===== config.mk =====
export PLATFORM = sky130hd
export DESIGN_NAME = signdet_score_argmax
export DESIGN_NICKNAME = d
export VERILOG_FILES = /design/src/rtl/signdet_score_argmax.sv
export SDC_FILE = /design/constraint.sdc
export NUM_CORES = 1
export LEC_CHECK = 0
export ABC_AREA = 1
export CAP_MARGIN = 40
export CELL_PAD_IN_SITES_DETAIL_PLACEMENT = 0
export CELL_PAD_IN_SITES_GLOBAL_PLACEMENT = 2
export CORE_UTILIZATION = 38
export CTS_BUF_LIST = sky130_fd_sc_hd__clkbuf_4 sky130_fd_sc_hd__clkbuf_8
export CTS_CLUSTER_DIAMETER = 40
export DETAILED_ROUTE_END_ITERATION = 16
export PLACE_DENSITY_LB_ADDON = 0.1
export SYNTH_ARGS = -nofsm -noshare
export SYNTH_HDL_FRONTEND = slang
export SYNTH_SLANG_ARGS = --single-unit

===== constraint.sdc =====
create_clock -name clk -period 5.3 [get_ports clk]
set_input_delay 1.06 -clock clk [delete_from_list [all_inputs] [get_ports clk]]
set_output_delay 1.06 -clock clk [all_outputs]
set_load 0.01 [all_outputs]

===== src/rtl/signdet_score_argmax.sv =====
// ---------------------------------------------------------------------------
// signdet_score_argmax : per-frame argmax and best/second-best margin of scores
// Revision: 1.0
// ---------------------------------------------------------------------------
`default_nettype none

module signdet_score_argmax #(
  parameter int NUM_CLASS = 10
) (
  input  logic        clk,
  input  logic        resetn,
  input  logic        i_start,
  input  logic        i_we,
  input  logic [15:0] i_score,
  output logic [4:0]  o_max_idx,
  output logic [15:0] o_diff,
  output logic        o_validp,
  output logic        o_busy,
  output logic        o_err
);

  localparam logic [4:0] C_LAST_K = 5'(NUM_CLASS - 1);

  typedef enum logic [0:0] {
    IDLE = 1'b0,
    ACC  = 1'b1
  } state_t;

  state_t             r_state, w_state_nxt;
  logic [4:0]         r_k, w_k_eff, w_k_nxt;
  logic [4:0]         r_idx, w_idx_nxt;
  logic signed [15:0] r_best, r_second, w_best_nxt, w_second_nxt;
  logic signed [15:0] w_score;
  logic               w_accept, w_last, w_err;
  logic [15:0]        w_diff;

  assign w_score = $signed(i_score);

  always_comb begin
    w_state_nxt  = r_state;
    w_best_nxt   = r_best;
    w_second_nxt = r_second;
    w_idx_nxt    = r_idx;
    // A start in the same cycle as a write makes that write class 0.
    w_k_eff      = i_start ? 5'd0 : r_k;
    w_k_nxt      = w_k_eff;
    w_accept     = i_we && (i_start || (r_state == ACC));
    w_last       = w_accept && (w_k_eff == C_LAST_K);
    w_err        = (i_start && (r_state == ACC)) ||
                   (i_we && (r_state == IDLE) && !i_start);

    if (w_accept) begin
      w_k_nxt = w_k_eff + 5'd1;
      if (w_k_eff == 5'd0) begin
        w_best_nxt   = w_score;
        w_second_nxt = 16'sh8000;
        w_idx_nxt    = 5'd0;
      end else if (w_score > r_best) begin
        w_second_nxt = r_best;
        w_best_nxt   = w_score;
        w_idx_nxt    = w_k_eff;
      end else if (w_score > r_second) begin
        w_second_nxt = w_score;
      end
    end

    if (w_last) begin
      w_state_nxt = IDLE;
      w_k_nxt     = 5'd0;
    end else if (i_start) begin
      w_state_nxt = ACC;
    end
  end

  // best >= second always, so the true difference is 0..65535 and the low
  // 16 bits of the wrapped subtraction are exact.
  assign w_diff = 16'(w_best_nxt - w_second_nxt);

  always_ff @(posedge clk or negedge resetn) begin
    if (!resetn) begin
      r_state   <= IDLE;
      r_k       <= 5'd0;
      r_idx     <= 5'd0;
      r_best    <= 16'sh8000;
      r_second  <= 16'sh8000;
      o_max_idx <= C_LAST_K;
      o_diff    <= 16'd0;
      o_validp  <= 1'b0;
      o_err     <= 1'b0;
    end else begin
      r_state  <= w_state_nxt;
      r_k      <= w_k_nxt;
      r_idx    <= w_idx_nxt;
      r_best   <= w_best_nxt;
      r_second <= w_second_nxt;
      o_validp <= w_last;
      o_err    <= w_err;
      if (w_last) begin
        o_max_idx <= w_idx_nxt;
        o_diff    <= w_diff;
      end
    end
  end

  assign o_busy = (r_state == ACC);

endmodule

`default_nettype wire


==> impl_metrics.prom <==
# TYPE chip_impl_metric gauge
chip_impl_info{name="status",value="finished, final reports clean"} 1
chip_impl_metric{name="detail_route.wirelength",unit="mm"} 12.1
chip_impl_metric{name="numPlacedInstances",unit=""} 806
chip_impl_info{name="critical_path.most_common_cell",value="nand2_1"} 1
chip_impl_metric{name="gp_routability_congestion",unit=""} 0.826
chip_impl_metric{name="ff2ff_setup_slack",unit="ns"} 1.25
chip_impl_metric{name="fp.dieH",unit="um"} 114
chip_impl_metric{name="power_frac_seq",unit=""} 0.313
chip_impl_metric{name="synth_warnings",unit=""} 0
chip_impl_metric{name="cts_made_buffers",unit=""} 9
chip_impl_metric{name="drt_pre_antenna_iters",unit=""} 4
chip_impl_metric{name="power.switching_fraction",unit=""} 0.414
chip_impl_metric{name="via_density",unit=""} 4.84
chip_impl_metric{name="cts_setup_buffers",unit=""} 0
chip_impl_metric{name="post-route-drc-count",unit=""} 0
chip_impl_metric{name="critPathBufInv",unit=""} 3
chip_impl_metric{name="setup-tns-final",unit="ns"} 0
chip_impl_metric{name="final_cells",unit=""} 822
chip_impl_metric{name="die_area",unit="um^2"} 12900
chip_impl_metric{name="core",unit="um^2"} 12100
chip_impl_metric{name="timing.hold.worst_path_depth",unit=""} 1
chip_impl_metric{name="total_power_divided_by_cell_area",unit="nW/um^2"} 358
chip_impl_metric{name="clk-insertion-delay-late",unit="ns"} 0.35
chip_impl_metric{name="clk_pin_slew_worst_paths",unit="ns"} 0.07
chip_impl_metric{name="final_core_util",unit=""} 0.461
chip_impl_metric{name="synth-edff-count",unit=""} 0
chip_impl_metric{name="r2r.worst_path.cells",unit=""} 19
chip_impl_metric{name="syn2layout_area_growth",unit="%"} 17.5
chip_impl_metric{name="synthCells",unit=""} 597
chip_impl_metric{name="synth.yosys.seq_area_share",unit=""} 0.350
chip_impl_metric{name="synth.ff_latch_count",unit=""} 66
chip_impl_metric{name="fin_crit_sh",unit=""} 0.897
chip_impl_metric{name="synth-async-reset-ratio",unit=""} 1.00
chip_impl_metric{name="overflow",unit=""} 0
chip_impl_metric{name="slew_viol_final",unit=""} 0
chip_impl_metric{name="hpwl",unit="mm"} 9.24
chip_impl_info{name="holdPathEnd",value="r_k[3]"} 1
chip_impl_metric{name="std_cell_rows",unit=""} 40
chip_impl_info{name="cp_cell_sequence",value="clkdlybuf4s50_1 > ha_1 > a21o_1 > nor2_1 > nand2_1 > nand2_1 > nand2_1 > nand2_2 > nand3_2 > buf_4 > nand2_1 > o211ai_2 > a22oi_2 > ha_1 > nand2_1 > inv_1 > a221oi_1 > nand3_1 > a31o_2 > or2_0 > a31oi_1"} 1
chip_impl_metric{name="cts.htree.levels",unit=""} 3
chip_impl_info{name="worst-setup-path-type",value="in -> reg"} 1
chip_impl_metric{name="place_worst_setup_slack",unit="ns"} 0.129
chip_impl_metric{name="report.final.setup_viol",unit=""} 0
chip_impl_metric{name="critical_path.max_fanout",unit=""} 15
chip_impl_metric{name="cts_max_path_buffers",unit=""} 2
chip_impl_metric{name="fmax",unit="MHz"} 210
chip_impl_metric{name="slowest_delay",unit="ns"} 0.45
chip_impl_metric{name="first_iter_violations",unit=""} 215
chip_impl_info{name="worst_setup_path_start_kind",value="primary input"} 1
chip_impl_metric{name="power.leakage",unit="nW"} 2.86
chip_impl_metric{name="numClockSinks",unit=""} 66
chip_impl_metric{name="max_slew.worst_pin.slew",unit="ns"} 0.670
chip_impl_metric{name="grt_first_pass_wirelength",unit="mm"} 20.2
chip_impl_metric{name="synth_area",unit="um^2"} 4730
chip_impl_info{name="path_delay_family",value="simple AND/OR/NAND/NOR gates"} 1
chip_impl_metric{name="hold_violations",unit=""} 0
chip_impl_metric{name="final_ant_viol_nets",unit=""} 0
chip_impl_metric{name="internal_power",unit="mW"} 1.17
chip_impl_info{name="worst_hold_startpoint",value="r_k[3]"} 1
chip_impl_metric{name="worst-endpoint-arrival",unit="ns"} 5.03
chip_impl_metric{name="hold_buf_count_cts",unit=""} 0
chip_impl_info{name="tritoncts_clock_tree",value="done"} 1
chip_impl_metric{name="clock_power_share",unit=""} 0.209
chip_impl_metric{name="power.share.combinational",unit=""} 0.477
chip_impl_metric{name="grt_start_max_net_pins",unit=""} 40
chip_impl_info{name="root_buffer",value="clkbuf_8"} 1
chip_impl_metric{name="pin_count",unit=""} 44
chip_impl_metric{name="p_sw",unit="uW"} 824
chip_impl_metric{name="num_antenna_cells",unit=""} 0
chip_impl_metric{name="yosysUniqueCellTypes",unit=""} 44
chip_impl_metric{name="route.vias.total",unit=""} 3982
chip_impl_metric{name="drv.max_cap_violation_count",unit=""} 0
chip_impl_info{name="critical_path.reg2reg.startpoint",value="r_second[15]"} 1
chip_impl_metric{name="crit_required",unit="ns"} 5.57
chip_impl_metric{name="global_route.usage.total",unit=""} 0.204
chip_impl_metric{name="mappedNetlistNets",unit=""} 668
chip_impl_metric{name="detailed_route_wire_length_per_cell",unit="um"} 14.7
chip_impl_metric{name="drive_gt1_frac",unit=""} 0.150
chip_impl_info{name="rsz0062_at_grt",value="no"} 1
chip_impl_info{name="hp-class",value="reg -> reg"} 1
chip_impl_info{name="worst_r2r_endpoint",value="o_diff[13]"} 1
chip_impl_metric{name="layout_setup_ws",unit="ns"} 0.547
chip_impl_metric{name="relSlewSlack",unit=""} 0.553
chip_impl_info{name="synth_top_flop_cell",value="dfrtp_1"} 1
chip_impl_metric{name="antenna_violations_before_repair",unit=""} 0
chip_impl_metric{name="grt_pass1_vias",unit=""} 3977
chip_impl_metric{name="cts_repair_resize_count",unit=""} 0
chip_impl_metric{name="totalPowerFinal",unit="mW"} 1.99
chip_impl_metric{name="finish.net_count",unit=""} 720
chip_impl_metric{name="placement.io_buffers",unit=""} 43
chip_impl_metric{name="period_minus_slack",unit="ns"} 4.75
chip_impl_metric{name="start_util",unit=""} 0.392
chip_impl_metric{name="syn_avg_cell_area",unit="um^2"} 7.93
chip_impl_metric{name="finalClockSkew",unit="ns"} 0.00837
chip_impl_metric{name="peakVddDrop",unit="mV"} 0.159
chip_impl_info{name="slowest_stage",value="clkdlybuf4s50_1"} 1
chip_impl_info{name="endpoint_kind",value="flip-flop"} 1
chip_impl_metric{name="chipWidth",unit="um"} 114
## cells in the final DEF, fill, tap and decap left out, drive strengths merged, types with 7 or more instances in the layout
| cell type | count |
|---|---|
| nand2 | 138 |
| inv | 119 |
| o21ai | 63 |
| dfrtp | 62 |
| ha | 50 |
| clkdlybuf4s50 | 42 |
| a21oi | 30 |
| nor2 | 25 |
| buf | 16 |
| nand3 | 16 |
| a22oi | 14 |
| clkbuf | 14 |
| o211ai | 13 |
| xor2 | 8 |
| nand4 | 7 |
## cell families after synthesis
logic type	Yosys count	synth area share
AND/OR/NAND/NOR	197	0.179
flip-flops	66	0.350
buffers and inverters	136	0.122
XOR/XNOR	10	0.0185
adder cells (fa/ha/maj)	51	0.136
AO/OA/AOI/OAI	137	0.194
## power groups by stage
stage / logic, mW / clock network [mW] / registers (mW)
final: 0.951 / 0.417 / 0.624
after global routing: 1.08 / 0.459 / 0.632
after floorplan: 0.723 / 0 / 0.618
after detailed placement: 0.953 / 0 / 0.632
after global placement: 0.949 / 0 / 0.632
after CTS: 0.961 / 0.432 / 0.623
## flip-flops by register name (all words and copies together) (netlist names)
register	flops
o_max_idx	5
o_busy	1
r_k	5
o_diff	16
o_err	1
r_idx	5
r_best	16
r_second	16
o_validp	1
## cells in the mapped netlist (7+ instances only)
library cell,number,area (um^2)
o21ai_0,44,220
nand2_1,133,499
inv_1,97,364
xor2_1,8,70.1
nor2_1,24,90.1
o21ai_1,18,90.1
nand4_1,7,43.8
dfrtp_1,62,1550
a21oi_1,29,145
nand3_1,12,60.1
inv_2,22,82.6
a22oi_2,14,175
ha_1,50,626
o211ai_2,8,100
## metal layers
metal	track usage	share of wire
met1	0.284	0.51
met2	0.319	0.44
met3	0.0340	0.032
met4	0.0728	0.018
met5	0	0
## worst reg2reg max path, delay by kind of cell (launching register included)
kind,cells,cell delay [ns]
adders and majority gates,2,0.66
and+or+nand+nor,9,1.47
AOI/OAI and AO/OA,5,0.93
buffers and inverters,3,0.39
DFF,1,0.52
## how the worst max path moves through the flow
| stage | cells after the start | start | endpoint |
|---|---|---|---|
| 2_1_floorplan | 24 | i_score[7] | o_diff[12] |
| 3_3_place_gp | 21 | i_score[7] | o_diff[13] |
| 3_5_place_dp | 21 | i_score[7] | o_diff[13] |
| 4_1_cts | 21 | i_score[7] | o_diff[13] |
| 5_1_grt | 21 | i_score[7] | o_diff[13] |
| 6_report | 21 | i_score[7] | o_diff[13] |
## stage by stage
step,hold WS [ns],instance area [um^2]
floorplan,0.417,4730
global placement,0.434,5370
detailed placement,0.436,5370
CTS,0.447,5560
global route,0.451,5560
finish,0.443,5560
## final cells by class
cell class / count / area [um^2]
Fill cell: 1234 / 6500
Multi-Input combinational cell: 395 / 2500
Sequential cell: 66 / 1660
Timing Repair Buffer: 58 / 551
Inverter: 119 / 447
Tap cell: 168 / 210
Clock buffer: 14 / 186
Clock inverter: 2 / 10.0
Power figures use the tool's default switching activity.
